===== src/rtl/game_pkg.sv =====
// Shared encodings for the fighting-game health tracker.
//   stun_e   : per-player stunmode from hit detection
//   state_e  : tracker FSM state
//   winner_e : match winner reported on the winner output
package game_pkg;

    typedef enum logic [1:0] {
        STUN_NONE  = 2'b00,
        STUN_HIT   = 2'b01,
        STUN_BLOCK = 2'b10,
        STUN_IGN   = 2'b11
    } stun_e;

    typedef enum logic [1:0] {
        ST_IDLE  = 2'd0,
        ST_FIGHT = 2'd1,
        ST_KO    = 2'd2,
        ST_OVER  = 2'd3
    } state_e;

    typedef enum logic [1:0] {
        WIN_NONE = 2'b00,
        WIN_P1   = 2'b01,
        WIN_P2   = 2'b10
    } winner_e;

endpackage


===== src/rtl/stun_event_detect.sv =====
// Edge detector for one player's stunmode input.
// A hit/block event fires only on the cycle stunmode moves from a quiet
// code (00 or 11) to 01/10, so a held stunmode counts once.
//   clk_i        frame clock
//   reset_i      synchronous active-high reset (clears the history to 00)
//   stunmode_i   raw stunmode from hit detection
//   hit_evt_o    one-cycle hit event (combinational on stunmode_i)
//   block_evt_o  one-cycle block event (combinational on stunmode_i)
module stun_event_detect
    import game_pkg::*;
(
    input  logic       clk_i,
    input  logic       reset_i,
    input  logic [1:0] stunmode_i,
    output logic       hit_evt_o,
    output logic       block_evt_o
);

    logic [1:0] prev_q;
    logic       prev_quiet;

    assign prev_quiet  = (prev_q == STUN_NONE) || (prev_q == STUN_IGN);
    assign hit_evt_o   = prev_quiet && (stunmode_i == STUN_HIT);
    assign block_evt_o = prev_quiet && (stunmode_i == STUN_BLOCK);

    always_ff @(posedge clk_i) begin
        if (reset_i) prev_q <= STUN_NONE;
        else         prev_q <= stunmode_i;
    end

endmodule


===== src/rtl/health_tracker.sv =====
// Two-player health/shield/round tracker for a fighting game.
// FSM: IDLE -> FIGHT -> KO -> (FIGHT | OVER) -> FIGHT on round_start.
// Optional feature: define SHIELD_REGEN_EN for idle-time shield regeneration
// (one +1 shield per REGEN_FRAMES event-free FIGHT frames, capped at SHIELD_INIT).
// Ports:
//   logic_clk, reset              frame clock, synchronous active-high reset
//   round_start                   starts a new match from IDLE or OVER
//   p1_stunmode, p2_stunmode      00 none, 01 hit, 10 block, 11 ignored
//   health1/2, shield1/2          current values
//   p1_rounds, p2_rounds          round wins
//   fight_active                  high in FIGHT only
//   hit_pulse1/2                  one-cycle pulse when that player loses health
//   game_over, winner             match result (winner 01 P1, 10 P2)
// Internally player 1 is index 0 and player 2 is index 1.
module health_tracker
    import game_pkg::*;
#(
    parameter logic [2:0] HEALTH_INIT   = 3'd3,
    parameter logic [2:0] SHIELD_INIT   = 3'd3,
    parameter logic [1:0] ROUNDS_TO_WIN = 2'd2,
    parameter logic [5:0] KO_HOLD       = 6'd60,
    parameter logic [6:0] REGEN_FRAMES  = 7'd120
) (
    input  logic       logic_clk,
    input  logic       reset,
    input  logic       round_start,
    input  logic [1:0] p1_stunmode,
    input  logic [1:0] p2_stunmode,
    output logic [2:0] health1,
    output logic [2:0] health2,
    output logic [2:0] shield1,
    output logic [2:0] shield2,
    output logic [1:0] p1_rounds,
    output logic [1:0] p2_rounds,
    output logic       fight_active,
    output logic       hit_pulse1,
    output logic       hit_pulse2,
    output logic       game_over,
    output logic [1:0] winner
);

    state_e          state_q, state_d;
    logic [1:0][2:0] health_q, health_d;
    logic [1:0][2:0] shield_q, shield_d;
    logic [1:0][1:0] rounds_q, rounds_d;
    logic [1:0]      pulse_q, pulse_d;
    logic [1:0]      winner_q, winner_d;
    logic [5:0]      ko_cnt_q, ko_cnt_d;
    logic [1:0][1:0] stun;
    logic [1:0]      hit_evt, blk_evt;
`ifdef SHIELD_REGEN_EN
    logic [1:0][6:0] regen_q, regen_d;
`endif

    assign stun = {p2_stunmode, p1_stunmode};

    for (genvar i = 0; i < 2; i++) begin : g_det
        stun_event_detect u_det (
            .clk_i      (logic_clk),
            .reset_i    (reset),
            .stunmode_i (stun[i]),
            .hit_evt_o  (hit_evt[i]),
            .block_evt_o(blk_evt[i])
        );
    end

    always_comb begin
        state_d  = state_q;
        health_d = health_q;
        shield_d = shield_q;
        rounds_d = rounds_q;
        pulse_d  = '0;
        winner_d = winner_q;
        ko_cnt_d = ko_cnt_q;
`ifdef SHIELD_REGEN_EN
        regen_d  = regen_q;
        // Any event restarts that player's idle window, in every state.
        for (int i = 0; i < 2; i++)
            if (hit_evt[i] || blk_evt[i]) regen_d[i] = '0;
`endif
        unique case (state_q)
            ST_IDLE, ST_OVER: begin
                if (round_start) begin
                    state_d  = ST_FIGHT;
                    health_d = {HEALTH_INIT, HEALTH_INIT};
                    shield_d = {SHIELD_INIT, SHIELD_INIT};
                    rounds_d = '0;
                    winner_d = WIN_NONE;
`ifdef SHIELD_REGEN_EN
                    regen_d  = '0;
`endif
                end
            end
            ST_FIGHT: begin
                // A zero health seen here closes the round; events arriving
                // in this same frame no longer count.
                if (health_q[0] == 3'd0 || health_q[1] == 3'd0) begin
                    state_d  = ST_KO;
                    ko_cnt_d = '0;
                    if (health_q[0] != 3'd0 && rounds_q[0] != ROUNDS_TO_WIN)
                        rounds_d[0] = rounds_q[0] + 2'd1;
                    else if (health_q[1] != 3'd0 && rounds_q[1] != ROUNDS_TO_WIN)
                        rounds_d[1] = rounds_q[1] + 2'd1;
                end else begin
                    for (int i = 0; i < 2; i++) begin
                        if (blk_evt[i] && shield_q[i] != 3'd0) begin
                            shield_d[i] = shield_q[i] - 3'd1;
                        end else if (hit_evt[i] || blk_evt[i]) begin
                            // Plain hit or guard break.
                            if (health_q[i] != 3'd0) begin
                                health_d[i] = health_q[i] - 3'd1;
                                pulse_d[i]  = 1'b1;
                            end
                        end
`ifdef SHIELD_REGEN_EN
                        else if (regen_q[i] == REGEN_FRAMES - 7'd1) begin
                            regen_d[i] = '0;
                            if (shield_q[i] < SHIELD_INIT)
                                shield_d[i] = shield_q[i] + 3'd1;
                        end else begin
                            regen_d[i] = regen_q[i] + 7'd1;
                        end
`endif
                    end
                end
            end
            ST_KO: begin
                if (ko_cnt_q == KO_HOLD - 6'd1) begin
                    if (rounds_q[0] == ROUNDS_TO_WIN || rounds_q[1] == ROUNDS_TO_WIN) begin
                        state_d  = ST_OVER;
                        winner_d = (rounds_q[0] == ROUNDS_TO_WIN) ? WIN_P1 : WIN_P2;
                    end else begin
                        state_d  = ST_FIGHT;
                        health_d = {HEALTH_INIT, HEALTH_INIT};
                        shield_d = {SHIELD_INIT, SHIELD_INIT};
`ifdef SHIELD_REGEN_EN
                        regen_d  = '0;
`endif
                    end
                end else begin
                    ko_cnt_d = ko_cnt_q + 6'd1;
                end
            end
            default: state_d = ST_IDLE;
        endcase
    end

    always_ff @(posedge logic_clk) begin
        if (reset) begin
            state_q  <= ST_IDLE;
            health_q <= {HEALTH_INIT, HEALTH_INIT};
            shield_q <= {SHIELD_INIT, SHIELD_INIT};
            rounds_q <= '0;
            pulse_q  <= '0;
            winner_q <= WIN_NONE;
            ko_cnt_q <= '0;
`ifdef SHIELD_REGEN_EN
            regen_q  <= '0;
`endif
        end else begin
            state_q  <= state_d;
            health_q <= health_d;
            shield_q <= shield_d;
            rounds_q <= rounds_d;
            pulse_q  <= pulse_d;
            winner_q <= winner_d;
            ko_cnt_q <= ko_cnt_d;
`ifdef SHIELD_REGEN_EN
            regen_q  <= regen_d;
`endif
        end
    end

    assign health1      = health_q[0];
    assign health2      = health_q[1];
    assign shield1      = shield_q[0];
    assign shield2      = shield_q[1];
    assign p1_rounds    = rounds_q[0];
    assign p2_rounds    = rounds_q[1];
    assign hit_pulse1   = pulse_q[0];
    assign hit_pulse2   = pulse_q[1];
    assign winner       = winner_q;
    assign fight_active = (state_q == ST_FIGHT);
    assign game_over    = (state_q == ST_OVER);

endmodule


===== config.mk =====
export PLATFORM = sky130hd
export DESIGN_NAME = health_tracker
export DESIGN_NICKNAME = d
export VERILOG_FILES = /design/src/rtl/game_pkg.sv /design/src/rtl/stun_event_detect.sv /design/src/rtl/health_tracker.sv
export SDC_FILE = /design/constraint.sdc
export NUM_CORES = 1
export LEC_CHECK = 0
export CAP_MARGIN = 10
export CORE_MARGIN = 3
export CORE_UTILIZATION = 45
export CTS_BUF_LIST = sky130_fd_sc_hd__clkbuf_8
export DETAILED_ROUTE_END_ITERATION = 6
export GPL_ROUTABILITY_DRIVEN = 0
export PLACE_DENSITY_LB_ADDON = 0.08
export SYNTH_ARGS = -nofsm -noshare
export SYNTH_HDL_FRONTEND = slang
export SYNTH_HIERARCHICAL = 1
export SYNTH_SLANG_ARGS = --single-unit

===== constraint.sdc =====
create_clock -name logic_clk -period 4.9 [get_ports logic_clk]
set_clock_uncertainty 0.1 [all_clocks]
set_input_delay 1.225 -clock logic_clk [delete_from_list [all_inputs] [get_ports logic_clk]]
set_output_delay 1.225 -clock logic_clk [all_outputs]
set_load 0.005 [all_outputs]

==> results.py, run 1 <==
metrics = {
    "floorplan": {
        "core_um2": 3740,
        "row_count": 22,
        "die_h_um": 69.2,
        "dieArea_um2": 4780,
        "io-pin-count": 29,
        "initial_core_util_pct": 48.0,
        "die_w_um": 69.2,
    },
    "clock_network": {
        "clk_path_buf_depth": 2,
        "clk_latency_ps": 270,
        "cts_hold_buf": 0,
        "cts_root_buf": "clkbuf_8",
        "htree_num_levels": 2,
        "postCtsSetupBuffers": 0,
        "cts_sinks": 32,
        "clkTransAtPathRegs_ps": 60,
        "cts_buffers": 5,
        "cts_tree": "yes",
        "cts_resized": 0,
    },
    "yosys": {
        "yosys.area.top_type": "dfxtp_1",
        "synthXorXnorAreaFrac_pct": 2.93,
        "synth_cells": 205,
        "synth_simple_gate_area_share_pct": 27.7,
        "synthMuxAreaShare_pct": 2.79,
        "synth_fa_ha_area_share_pct": 10.5,
        "ys.flop_type": "dfxtp_1",
        "synth_top_area_share_pct": 35.7,
        "synth_seq_cells": 32,
        "synth-edff-count": 0,
        "synth_top_family_by_area": "simple AND/OR/NAND/NOR gates",
        "ys.warnings.count": 6,
        "synth_area_leaders": "dfxtp_1, ha_1, nor2_1",
        "syn_nets": 227,
        "yosysUniqueCellTypes": 39,
        "synthesis.area_um2": 1800,
        "synth-compound-area-share_pct": 15.8,
        "postSynthAreaPerCell_um2": 8.76,
        "ys_seq_area_share_pct": 35.7,
        "synthArstFlopShare_pct": 0,
    },
    "grt": {
        "grt_pass1_vias": 1447,
        "grt_pass1_wl_mm": 6.51,
        "grt_util_all_layers_pct": 16.1,
        "grt_overflow_total": 0,
        "grt_max_degree": 21,
        "antenna_found_initial": 0,
    },
    "worst_setup_path": {
        "path_max_fanout": 10,
        "end_kind": "output pin",
        "required_ps": 3580,
        "arrival_ps": 1610,
        "crit_type": "flop to output pin",
        "cp-start-kind": "flop",
    },
    "drt": {
        "drt-total-wl_mm": 3.81,
        "ant_nets": 0,
        "viasPerCell": 5.26,
        "drc": 0,
        "routedWlPerCell_um": 13.4,
        "vias": 1494,
        "drt_iter0_markers": 83,
        "first_pass_iters": 4,
    },
    "timing": {
        "drv_slew": 0,
        "finalCritPeriodShare_pct": 59.9,
        "period_needed_ps": 2940,
        "max-slew-margin-rel_pct": 65.3,
        "fmax_mhz": 340,
        "finalHoldViolations": 0,
        "worstMarginPinSlew_ps": 519,
        "setup_violations": 0,
        "rsz0062_at_grt": "no",
        "finalSetupTns_ps": 0,
    },
    "placement": {
        "post-dp-hpwl_mm": 2.87,
        "dpl_cell_area_um2": 2120,
        "dpl.cell_count": 277,
        "port_buffers": 28,
    },
    "power": {
        "clkPwrFrac_pct": 25.6,
        "p_int_uw": 542,
        "pwr-share-comb_pct": 38.7,
        "leakagePower_uw": 0.000957,
        "ir_drop_uv": 207,
        "power_frac_seq_pct": 35.7,
        "switching_share_pct": 35.3,
        "p_per_area_nw_per_um2": 377,
        "p_sw_uw": 295,
    },
    "layout": {
        "diodes": 0,
        "seq_area_um2": 641,
        "area_growth_pct": 23.6,
        "num-fill-cells": 368,
        "final_cells": 284,
        "final_cell_area_um2": 2220,
        "drive_gt1_share_pct": 10.2,
        "nNetsFinal": 258,
        "multiInputGateArea_um2": 1070,
        "final_util_pct": 59.3,
    },
    "outcome": {
        "status": "finished, final reports clean",
    },
    "flow_run": {
        "drv_cap": 0,
    },
    "hold_path": {
        "hp-class": "flop to flop",
    },
}
## path summary, 6_finish.rpt
path               from           end  slack, ps  cells past startpoint
max          state_q[1]  fight_active       1960                      3
min          shield1[2]    shield1[2]        390                      1
max reg2reg  health2[0]    health1[1]       2860                      8
min reg2reg  shield1[2]    shield1[2]        390                      1
## metrics by stage
step	hold slack (ps)	total power [uW]	setup slack, ps
floorplan	358	535	2440
finish	389	837	1960
global placement	359	619	1780
CTS	387	845	1940
detailed placement	375	627	1730
global route	399	895	1850
## flip-flops by register name, summed over array words and instances, names as in the netlist
register            count
shield2                 3
p2_rounds               2
health1                 3
p1_rounds               2
ko_cnt_q                6
g_det.u_det/prev_q      4
shield1                 3
winner                  2
health2                 3
state_q                 2
pulse_q                 2
## synthesized netlist by cell type (all sizes together) (2+ instances only)
| cell | count |
|---|---|
| nand2 | 14 |
| dfxtp | 32 |
| nor3b | 5 |
| o41ai | 2 |
| and2 | 2 |
| a21oi | 6 |
| ha | 15 |
| nor2b | 9 |
| o21ai | 9 |
| a211oi | 3 |
| mux2i | 5 |
| nand3 | 5 |
| clkbuf | 4 |
| o31ai | 2 |
| and4bb | 2 |
| nor2 | 29 |
| a31oi | 3 |
| nand2b | 7 |
| nand3b | 6 |
| nand4 | 3 |
| a22oi | 7 |
| xor2 | 6 |
| inv | 17 |
## cells in the final DEF (no fill, tap or decap), types with 2 or more instances in the layout
master           synthesis  final
nor2b_1                  9      9
nand2b_1                 7      7
nor3b_2                  5      5
o21ai_1                  3      3
a21oi_1                  6      6
o31ai_1                  2      2
o21ai_0                  6      6
ha_1                    15     15
nand3_1                  5      5
nand3b_1                 6      6
nor2_1                  29     29
a31oi_1                  3      3
xor2_1                   6      6
a22oi_1                  4      4
and2_4                   2      2
nand2_1                 14     14
inv_1                   17     17
a22oi_2                  3      3
dfxtp_1                 32     32
mux2i_1                  5      5
clkbuf_8                 0      7
nand4_1                  3      3
a211oi_1                 2      2
o41ai_1                  2      2
clkdlybuf4s50_1          0     28
## kinds of logic after synthesis
group	after synthesis
AO/OA/AOI/OAI	38
AND/OR/NAND/NOR	87
XOR/XNOR	6
flip-flops	32
multiplexers	5
adder cells (fa/ha/maj)	15
buffers and inverters	22
## metal layers
| layer | vias to the layer above | global-route usage, % | wire length [um] |
|---|---|---|---|
| met4 | 0 | 4.56 | 41 |
| met1 | 688 | 21.8 | 1870 |
| li1 | 767 | - | - |
| met5 | - | 0 | 0 |
| met2 | 35 | 25.4 | 1740 |
| met3 | 4 | 3.79 | 151 |
## worst max-delay path, stage by stage, from the launching register on
cell	delay, ps
dfxtp_1	340
inv_1	80
ha_1	350
clkdlybuf4s50_1	570
## power groups by stage
stage / Combinational (uW) / Sequential (uW) / Clock (uW)
floorplan: 232 / 303 / 0
global placement: 316 / 303 / 0
detailed placement: 322 / 305 / 0
CTS: 325 / 299 / 221
global route: 359 / 303 / 234
finish: 324 / 298 / 215
## layout make-up
type | count | share of cell area (%)
multi-input cells | 151 | 48.3
flip-flops and latches | 32 | 28.9
repair buffers | 29 | 13.0
clock buffers | 7 | 4.34
inverters | 17 | 2.87
well taps | 48 | 2.71
(Power assumes the default switching activity.)
==> run 2, diff against run 1 <==
==> constraint.sdc (replaced) <==
create_clock -name logic_clk -period 2.4 [get_ports logic_clk]
set_clock_uncertainty 0.1 [all_clocks]
set_input_delay 0.6 -clock logic_clk [delete_from_list [all_inputs] [get_ports logic_clk]]
set_output_delay 0.6 -clock logic_clk [all_outputs]
set_load 0.005 [all_outputs]
==> run 2 against run 1 <==
Compared with the run above:
- largest power group unchanged
- global-route usage up 1.2 points
- wire length up 3.5%
- count of clock-buffer cells in the layout down 1
- highest routed layer unchanged
- first-iteration DRC count unchanged
- setup slack worse by 1800 ps
- clock power up 97%
- critical path type unchanged
==> results.py, run 2 (synthesized netlist as in run 1, its figures left out) <==
metrics = {
    "outcome": {
        "status": "finished, final reports clean",
    },
    "worst_setup_path": {
        "path_cells": "inv_1, ha_2, clkdlybuf4s50_1",
        "cp-start-kind": "flop",
        "crit_slowest_cell": "clkdlybuf4s50_1",
        "crit_type": "flop to output pin",
        "critPathMaxStageDelay_ps": 540,
        "cp_num_cells": 3,
        "required_ps": 1700,
        "end_kind": "output pin",
        "cp_top_family": "buffers and inverters",
        "path_max_fanout": 10,
        "worstPathBufferInverterCount": 2,
        "arrival_ps": 1540,
        "reg2regPathDepth": 8,
    },
    "placement": {
        "port_buffers": 28,
        "dpl.cell_count": 281,
        "post-dp-hpwl_mm": 3.02,
        "dpl_cell_area_um2": 2150,
        "dp_slack_ps": -82.2,
    },
    "timing": {
        "setup_violations": 0,
        "worstMarginPinSlew_ps": 456,
        "holdWs_ps": 392,
        "finalHoldViolations": 0,
        "finalCritPeriodShare_pct": 93.2,
        "finalWorstSetupSlack_ps": 163,
        "fmax_mhz": 447,
        "rsz0062_at_grt": "no",
        "max-slew-margin-rel_pct": 69.6,
        "drv_slew": 0,
        "period_needed_ps": 2240,
    },
    "clock_network": {
        "htree_num_levels": 2,
        "clkTransAtPathRegs_ps": 60,
        "cts_tree": "yes",
        "cts_sinks": 32,
        "postCtsSetupBuffers": 0,
        "cts_hold_buf": 0,
        "cts_buffers": 5,
        "clk_latency_ps": 280,
        "cts_root_buf": "clkbuf_8",
        "clk_path_buf_depth": 2,
        "cts_resized": 0,
    },
    "power": {
        "ir_drop_uv": 410,
        "p_per_area_nw_per_um2": 763,
        "leakagePower_uw": 0.000977,
    },
    "layout": {
        "num-fill-cells": 348,
        "largest_register_ffs": 6,
        "nNetsFinal": 262,
        "final_util_pct": 60.2,
        "final_common_cell": "dfxtp_1",
        "final_cells": 289,
        "regMostFlops": "ko_cnt_q",
        "final_cell_area_um2": 2250,
        "area_growth_pct": 25.6,
        "most-common-layout-cells": "dfxtp_1, nor2_1, clkdlybuf4s50_1",
        "reg_top3": "ko_cnt_q x6, g_det.u_det/prev_q x4",
        "drive_gt1_share_pct": 12.9,
        "diodes": 0,
    },
    "grt": {
        "grt_util_all_layers_pct": 17.3,
        "grt_max_degree": 20,
        "grt_pass1_vias": 1594,
        "grt_overflow_total": 0,
        "antenna_found_initial": 0,
        "grt_pass1_wl_mm": 6.91,
    },
    "drt": {
        "ant_nets": 0,
        "drt_iter0_markers": 83,
        "routedWlPerCell_um": 13.6,
        "vias": 1560,
        "drc": 0,
        "drt-total-wl_mm": 3.94,
        "first_pass_iters": 4,
        "viasPerCell": 5.40,
    },
    "floorplan": {
        "io-pin-count": 29,
        "initial_core_util_pct": 48.0,
        "row_count": 22,
        "die_w_um": 69.2,
        "die_h_um": 69.2,
        "dieArea_um2": 4780,
        "core_um2": 3740,
    },
    "flow_run": {
        "drv_cap": 0,
    },
    "hold_path": {
        "hold_depth": 1,
        "hp-class": "flop to flop",
    },
}
run 2: per-layer routing:
metal  vias up  routed length, um  global-route usage [%]
li1        781                  -                       -
met1       732               1840                    22.2
met2        41               1860                    27.9
met3         6                206                    5.25
met4         0                 33                    4.77
met5         -                  0                       0
run 2: final cells by class:
class,instances,area [um2],share of cell area (%)
Tap cell,48,60.1,2.66
Clock inverter,2,10.0,0.444
Clock buffer,6,82.6,3.66
Sequential cell,32,641,28.4
Timing Repair Buffer,33,318,14.1
Inverter,17,63.8,2.83
Multi-Input combinational cell,151,1080,47.9
run 2: worst reg2reg max path, stage by stage (launching register included):
cell and delay [ps]:
dfxtp_1 370, inv_1 90, ha_1 210, ha_1 230
and2b_1 290, nand2_1 170, nor3b_2 270, and2_4 200
a22oi_2 70
run 2: final timing paths:
path | startpoint | end | slack, ps
worst max-delay path | state_q[1] | fight_active | 160
worst min-delay path | shield1[2] | shield1[2] | 390
worst max register to register | health2[0] | health1[1] | 300
worst min register to register | shield1[2] | shield1[2] | 390
run 2: power by group:
group          switching, uW  total [uW]  internal (uW)
Combinational            398         686            288
Clock                    195         423            228
Sequential              38.4         612            574
run 2: per-stage QoR:
step,TNS (ps),power [uW]
final,0,1720
after detailed placement,-218,1290
after floorplan,0,1090
after global routing,0,1830
after global placement,0,1270
after CTS,0,1720
==> run 3, diff against run 2 <==
--- a/config.mk
+++ b/config.mk
@@ -7,10 +7,10 @@
 export LEC_CHECK = 0
 export CAP_MARGIN = 10
 export CORE_MARGIN = 3
-export CORE_UTILIZATION = 45
+export CORE_UTILIZATION = 35
 export CTS_BUF_LIST = sky130_fd_sc_hd__clkbuf_8
 export DETAILED_ROUTE_END_ITERATION = 6
-export GPL_ROUTABILITY_DRIVEN = 0
+export GPL_ROUTABILITY_DRIVEN = 1
 export PLACE_DENSITY_LB_ADDON = 0.08
 export SYNTH_ARGS = -nofsm -noshare
 export SYNTH_HDL_FRONTEND = slang
==> run 3 against run 2 <==
Compared with the run above:
- final cell count grew 7.6%
- critical path type is now flop to flop
- via count shrank 3.7%
- register-to-register slack lost 50 ps
- wire length shrank 0.96%
- maximum frequency grew 4.1%
- first-iteration DRC count shrank 35%
- largest power group unchanged
- die area grew 26%
- flip-flop and latch count is the same
- sequential power is essentially flat
- sequential share of layout area shrank 0.69 points
==> results.py, run 3 (synthesized netlist as in run 1, its figures left out) <==
metrics = {
    "layout": {
        "diodes": 0,
        "final_common_cell": "dfxtp_1",
        "most-common-layout-cells": "dfxtp_1, nor2_1, clkdlybuf4s50_1",
        "final_util_pct": 47.7,
        "regMostFlops": "ko_cnt_q",
        "drive_gt1_share_pct": 13.1,
        "area_growth_pct": 28.7,
        "largest_register_ffs": 6,
        "nNetsFinal": 265,
        "num-fill-cells": 482,
        "reg_top3": "ko_cnt_q x6, g_det.u_det/prev_q x4",
    },
    "clock_network": {
        "postCtsSetupBuffers": 0,
        "cts_sinks": 32,
        "clk_path_buf_depth": 2,
        "cts_buffers": 5,
        "cts_hold_buf": 0,
        "htree_num_levels": 2,
        "cts_tree": "yes",
        "cts_root_buf": "clkbuf_8",
        "clkTransAtPathRegs_ps": 80,
        "clk_latency_ps": 290,
        "cts_resized": 0,
    },
    "hold_path": {
        "hold_depth": 1,
        "hold-path-endpoint": "shield1[2]",
        "hold_path.startpoint": "shield1[2]",
        "hp-class": "flop to flop",
    },
    "floorplan": {
        "row_count": 25,
        "die_w_um": 77.6,
        "dieArea_um2": 6030,
        "initial_core_util_pct": 37.0,
        "core_um2": 4850,
        "io-pin-count": 29,
        "die_h_um": 77.6,
    },
    "worst_setup_path": {
        "reg2reg_to": "health1[1]",
        "crit_type": "flop to flop",
        "r2r_setup_slack_ps": 250,
        "reg2regPathDepth": 8,
        "path_max_fanout": 5,
        "required_ps": 2480,
        "arrival_ps": 2220,
        "end_kind": "flop",
        "cp-start-kind": "flop",
        "rr_startpoint": "health2[0]",
    },
    "grt": {
        "grt_max_degree": 28,
        "antenna_found_initial": 0,
        "grt_overflow_total": 0,
        "grt_pass1_vias": 1422,
        "grt_util_all_layers_pct": 14.2,
        "grt_pass1_wl_mm": 6.85,
    },
    "timing": {
        "drv_slew": 0,
        "period_needed_ps": 2150,
        "max-slew-margin-rel_pct": 71.6,
        "finalHoldViolations": 0,
        "finalWorstSetupSlack_ps": 252,
        "worstMarginPinSlew_ps": 425,
        "setup_violations": 0,
        "rsz0062_at_grt": "no",
        "fmax_mhz": 465,
        "finalCritPeriodShare_pct": 89.5,
    },
    "placement": {
        "post-dp-hpwl_mm": 2.93,
        "dp_slack_ps": -12.4,
        "port_buffers": 28,
        "place.gp.congestion": 0.771,
    },
    "power": {
        "p_per_area_nw_per_um2": 794,
        "leakagePower_uw": 0.000996,
        "ir_drop_uv": 340,
    },
    "drt": {
        "first_pass_iters": 4,
        "drc": 0,
        "vias": 1503,
        "ant_nets": 0,
        "drt_iter0_markers": 54,
        "viasPerCell": 4.83,
        "drt-total-wl_mm": 3.90,
        "routedWlPerCell_um": 12.5,
    },
    "flow_run": {
        "drv_cap": 0,
    },
    "outcome": {
        "status": "finished, final reports clean",
    },
}
run 3: cell types whose count changed in the layout (fill, tap and decap cells not counted), sizes merged:
cell and delta:
bufinv +1, clkbuf -1, buf +3, clkinv -1
clkinvlp +1
run 3: layout make-up:
class / count / area (um2) / area share, %
flip-flops and latches: 32 / 641 / 27.7
multi-input cells: 151 / 1070 / 46.3
repair buffers: 36 / 340 / 14.7
well taps: 67 / 83.8 / 3.63
clock buffers: 5 / 68.8 / 2.98
inverters: 17 / 63.8 / 2.76
clock inverters: 3 / 42.5 / 1.84
run 3: per-layer routing:
metal  global-route usage, %  wire length [um]  vias up
met5                       0                 0        -
met4                    6.41                63        0
met3                    3.25               176        6
met2                    19.8              1610       31
met1                    20.4              2060      681
li1                        -                 -      785
run 3: worst max-delay path, stage by stage (launching register included):
cell	delay [ps]
dfxtp_1	360
inv_1	70
ha_1	200
ha_1	240
and2b_1	290
nand2_1	160
nor3b_2	320
and2_4	210
a22oi_2	70
run 3: how the worst max path moves through the flow:
| stage | start | endpoint | slack, ps | cells past startpoint |
|---|---|---|---|---|
| after global routing | health2[0] | health1[1] | 80 | 8 |
| after CTS | health2[0] | health1[1] | 250 | 8 |
| after floorplan | health2[0] | p2_rounds[0] | 560 | 8 |
| after global placement | p2_stunmode[1] | health2[0] | 10 | 7 |
| final | health2[0] | health1[1] | 250 | 8 |
| after detailed placement | p2_stunmode[1] | health2[0] | -10 | 7 |
run 3: through the flow:
stage                     setup TNS, ps  instance area (um2)  hold slack, ps  power [uW]  instances
after floorplan                       0                 1800             358        1090        205
after global placement                0                 2200             366        1320        303
after detailed placement          -28.9                 2200             367        1320        303
after CTS                             0                 2310             381        1850        311
after global routing                  0                 2310             419        1960        311
final                                 0                 2310             380        1830        311
run 3: where the power goes:
part	leakage, uW	internal (uW)	total, uW	switching [uW]
Combinational	0.000682	303	701	398
Clock	0.0000541	307	524	217
Sequential	0.000260	573	609	35.8
==> RTL edit 1: new RTL, settings of run 1 <==
The 4 states of `state_e` get a Gray code encoding in 2 bits.
--- a/src/rtl/game_pkg.sv
+++ b/src/rtl/game_pkg.sv
@@ -12,10 +12,10 @@
     } stun_e;
 
     typedef enum logic [1:0] {
-        ST_IDLE  = 2'd0,
-        ST_FIGHT = 2'd1,
-        ST_KO    = 2'd2,
-        ST_OVER  = 2'd3
+        ST_IDLE  = 2'b00,
+        ST_FIGHT = 2'b01,
+        ST_KO    = 2'b11,
+        ST_OVER  = 2'b10
     } state_e;
 
     typedef enum logic [1:0] {
Formal check against the unedited RTL: same outputs for any inputs over 10 cycles, from zero or initial values and one cycle with reset high; not proved beyond that.
==> RTL edit 1 against run 1 <==
  * Sequential share of layout area increased by 1.3 points
  * Synthesized area is 4.5% lower
  * Sequential cell count did not move
  * Worst setup slack worse by 190 ps
  * Design area down 4.2%
  * Routed wire length increased by 1.4%
  * Count of clock-buffer cells in the layout fell by 1
Power is not compared: it rests on default switching activity, and its combinational part moved more than twofold at a synthesized area within 25%.
==> RTL edit 1: results (changes against run 1) <==
r2r setup slk 2750 ps (-110 ps); Netlist cell types 46 (+18%); most frequent cells after synthesis 32 x dfxtp_1, 18 x inv_1, 14 x a21oi_1, 14 x nor2_1, 11 x ha_1; adder and majority gate portion of the synthesized area 8.029% (-2.4 points); Synth Area in Compound Gates 16.79% (+0.97 points); Worst Setup SP state_q[0]; largest net degree at the start of global routing 26 (+24%); status finished clean; fraction of area in multi-input gates 46.20% (-2.0 points); WL met1 1889 microns (+1.1%); Logic inverters 18 (+1); layout net count 242 (-6.2%); Worst-Skew Late Latency 290 ps (+20 ps); wire length on met3 164 microns (+8.6%); hold path start winner[0]; syn_area_per_cell 8.928 sq um (+1.9%); WHS 354.6 ps (-34.55 ps); pre-CTS WS 1767 ps (+38.37 ps); Avg Vias per Cell 5.598 (+6.4%); post-synthesis mux area share 3.577% (+0.79 points); die area 4586 sq um (-4.1%); Least-Margin Pin Slew 461.5 ps (-57.46 ps); vias in the first global route 1476 (+2.0%); Final Non-Filler Cells 271 (-4.6%); FILL cells 317 (-14%); Placed Cells 263 (-5.1%); Arrival @ worst endpoint 1800 ps (+190 ps); dpl hpwl 2872 microns (about the same); clock tree cell share of total cell area 4.238% (-0.10 points); Worst Hold Depth 2 (+1); 1st-iter DRT viols 65 (-22%); Hold EP winner[0]; non-clock buffer share of cell area 13.54% (+0.57 points); drt wl/cell 14.24 microns (+6.3%); GRT Util Overall 20.03% (+3.9 points); grt met3 use 4.493% (+0.70 points); Crit Path Max Fanout 13 (+3); Final Instance Area 2126 sq um (-4.2%); M1 GR Usage 25.33% (+3.5 points); sequential fraction of the synthesis area 37.37% (+1.7 points); initial antenna violation count 0 (unchanged); reg2reg end shield1[0]; Post-Synth XOR/XNOR Area 2.044% (-0.88 points); met2 GRT Util 31.11% (+5.7 points); first-pass GRT wire length 6803 microns (+4.6%); count of multi-input gates 138 (-8.6%); sequential cell count 32 (unchanged); Final period util 63.77% (+3.8 points)
-- RTL edit 1: cell types whose count changed after synthesis, sizes merged, moves of 5 or more --
cell / delta
nor2: -15
a21oi: +8
or3: +8
a22oi: -6
nand2: -5
o21ai: -5
-- RTL edit 1: report_power, final --
group          total (mW)  switching, mW  leakage [nW]  internal, mW
clock               0.205         0.0953        0.0538         0.110
combinational      0.0705         0.0373         0.590        0.0332
sequential          0.273        0.00618         0.260         0.267
-- RTL edit 1: critical path, stage by stage (launching register included) --
cell and delay (ps):
dfxtp_1 520, nand2b_4 170, inv_1 260, clkdlybuf4s50_1 560
-- RTL edit 1: logic make-up (layout without fill, tap and decap cells) --
group                      after synthesis  in the layout
muxes                                    6              6
AOI/OAI and AO/OA                       42             42
xor gates and xnor gates                 4              4
and+or+nand+nor                         75             75
buffers and inverters                   22             55
DFF                                     32             32
adders and majority gates               11             11
==> RTL edit 2: new RTL, config.mk and constraints of run 1 <==
Made on the original files. Build with the macro `SHIELD_REGEN_EN` defined.
--- a/src/rtl/health_tracker.sv
+++ b/src/rtl/health_tracker.sv
@@ -12,6 +12,8 @@
 //   hit_pulse1/2                  one-cycle pulse when that player loses health
 //   game_over, winner             match result (winner 01 P1, 10 P2)
 // Internally player 1 is index 0 and player 2 is index 1.
+`define SHIELD_REGEN_EN
+
 module health_tracker
     import game_pkg::*;
 #(
Formal check against the unedited RTL: no difference found for any inputs over 10 cycles, from zero or initial values and one cycle with reset high; that may be too few to reach the edited logic, so the function may still have changed.
==> RTL edit 2 against run 1 <==
  * Via count rose by 59%
  * Power is 20% higher
  * Routed wire length increased by 59%
  * Sequential cell count rose by 14
  * Synthesized area rose by 50%
  * Worst setup slack worse by 440 ps
  * Clock power up 31%
  * Design area is 41% higher
  * Sequential share of layout area rose by 0.52 points
  * Sequential power grew 41%
  * Synthesized cell count increased by 58%
==> RTL edit 2: results (changes against run 1) <==
status finished clean; largest registers regen_q: 14 flops, ko_cnt_q: 6 flops, g_det.u_det/prev_q: 4 flops; CTS Buf Count 5 (unchanged); GRT Util Overall 18.27% (+2.2 points); Setup Fix Bufs, Post-CTS 0 (unchanged); first-pass GRT wire length 10630 microns (+63%); drt first pass iters 4 (unchanged); Synth area leaders dfxtp_1 34%, ha_1 6.0%, nor2_1 4.6%, mux2i_1 4.1%, nand2_1 4.0%; initial antenna violation count 0 (unchanged); post-cts sizing count 0 (unchanged); sequential fraction of the synthesis area 34.17% (-1.5 points); clock root buffer clkbuf_8; dpl hpwl 4405 microns (+53%); layout net count 369 (+43%); most frequent cells after synthesis 46 x dfxtp_1, 33 x nor2_1, 29 x nand2_1; Netlist cell types 51 (+31%); VDD IR max 184.6 uV (-11%); layout cells sized above 1 6.322% (-3.8 points); Slew HR 48.68% (-17 points); slowest stage delay, CP 690 ps (+120 ps); Arrival @ worst endpoint 2060 ps (+450 ps); Worst Slack Setup Final 1518 ps (-444.6 ps); 1st-iter DRT viols 98 (+18%); Pleak 1.236 nW (+29%); vias in the first global route 2308 (+60%); Synth async-reset ratio 0% (unchanged); Crit Path Max Fanout 18 (+8); via count 2374 (+59%); Synth warnings 6 (unchanged); final core occ 55.56% (-3.7 points); syn nets 345 (+52%); pre-CTS WS 1227 ps (-502.2 ps); Hold Crit Class register to register; Area after DPL 3025 sq um (+42%); clock slew at reported path FFs 90 ps (+30 ps); clk buf depth 2 (unchanged); largest net degree at the start of global routing 38 (+81%); Worst-Skew Late Latency 300 ps (+30 ps); drt wl/cell 14.40 microns (+7.5%); FILL cells 544 (+48%); port buffer count 28 (unchanged); Top delay family on crit path adder cells; Crit-path slowest cell ha_1; Clock H-tree levels 2 (unchanged); r2r setup slk 2180 ps (-680 ps); Antenna Cells 0 (unchanged); Int Power 0.6721 mW (+24%)
[RTL edit 2: power groups by stage]
stage / combinational [mW] / clock [mW] / sequential [mW]
floorplan: 0.212 / 0 / 0.426
global placement: 0.301 / 0 / 0.429
detailed placement: 0.303 / 0 / 0.430
CTS: 0.305 / 0.291 / 0.422
global route: 0.340 / 0.304 / 0.426
finish: 0.302 / 0.282 / 0.421
[RTL edit 2: worst paths after layout]
kind,cells after the start,to,startpoint
setup reg to reg,4,regen_q[5],state_q[0]
hold / removal,2,regen_q[8],regen_q[8]
hold reg to reg,2,regen_q[8],regen_q[8]
setup / recovery,2,fight_active,state_q[0]
[RTL edit 2: kinds of logic (layout without fill, tap and decap cells)]
family	after synthesis	in the layout	synth area share [%]
XOR/XNOR	12	12	3.900
flip-flops	46	46	34.17
multiplexers	14	14	5.339
AO/OA/AOI/OAI	68	68	17.50
AND/OR/NAND/NOR	141	141	27.72
buffers and inverters	27	52	3.853
adder cells (fa/ha/maj)	15	15	7.521
[RTL edit 2: routing by layer]
layer  global-route usage, %  vias to the layer above  part of all wire [%]
li1                        -                     1212                     -
met1                   22.51                     1113                    46
met2                   31.63                       42                    48
met3                   4.167                        7                   4.6
met4                   5.349                        0                   1.1
met5                       0                        -                     0
[RTL edit 2: through the flow]
step,hold WS (ps),cells
after global placement,360.5,412
final,376.7,420
after floorplan,344.4,323
after global routing,417.3,420
after CTS,383.0,420
after detailed placement,370.0,412
[RTL edit 2: cell type report]
class,instances,area share (%)
tap,72,2.874
sequential,46,29.38
inverter,15,1.796
clock inverter,3,1.277
multi-input combinational,250,53.29
timing repair buffer,29,9.182
clock buffer,5,2.196
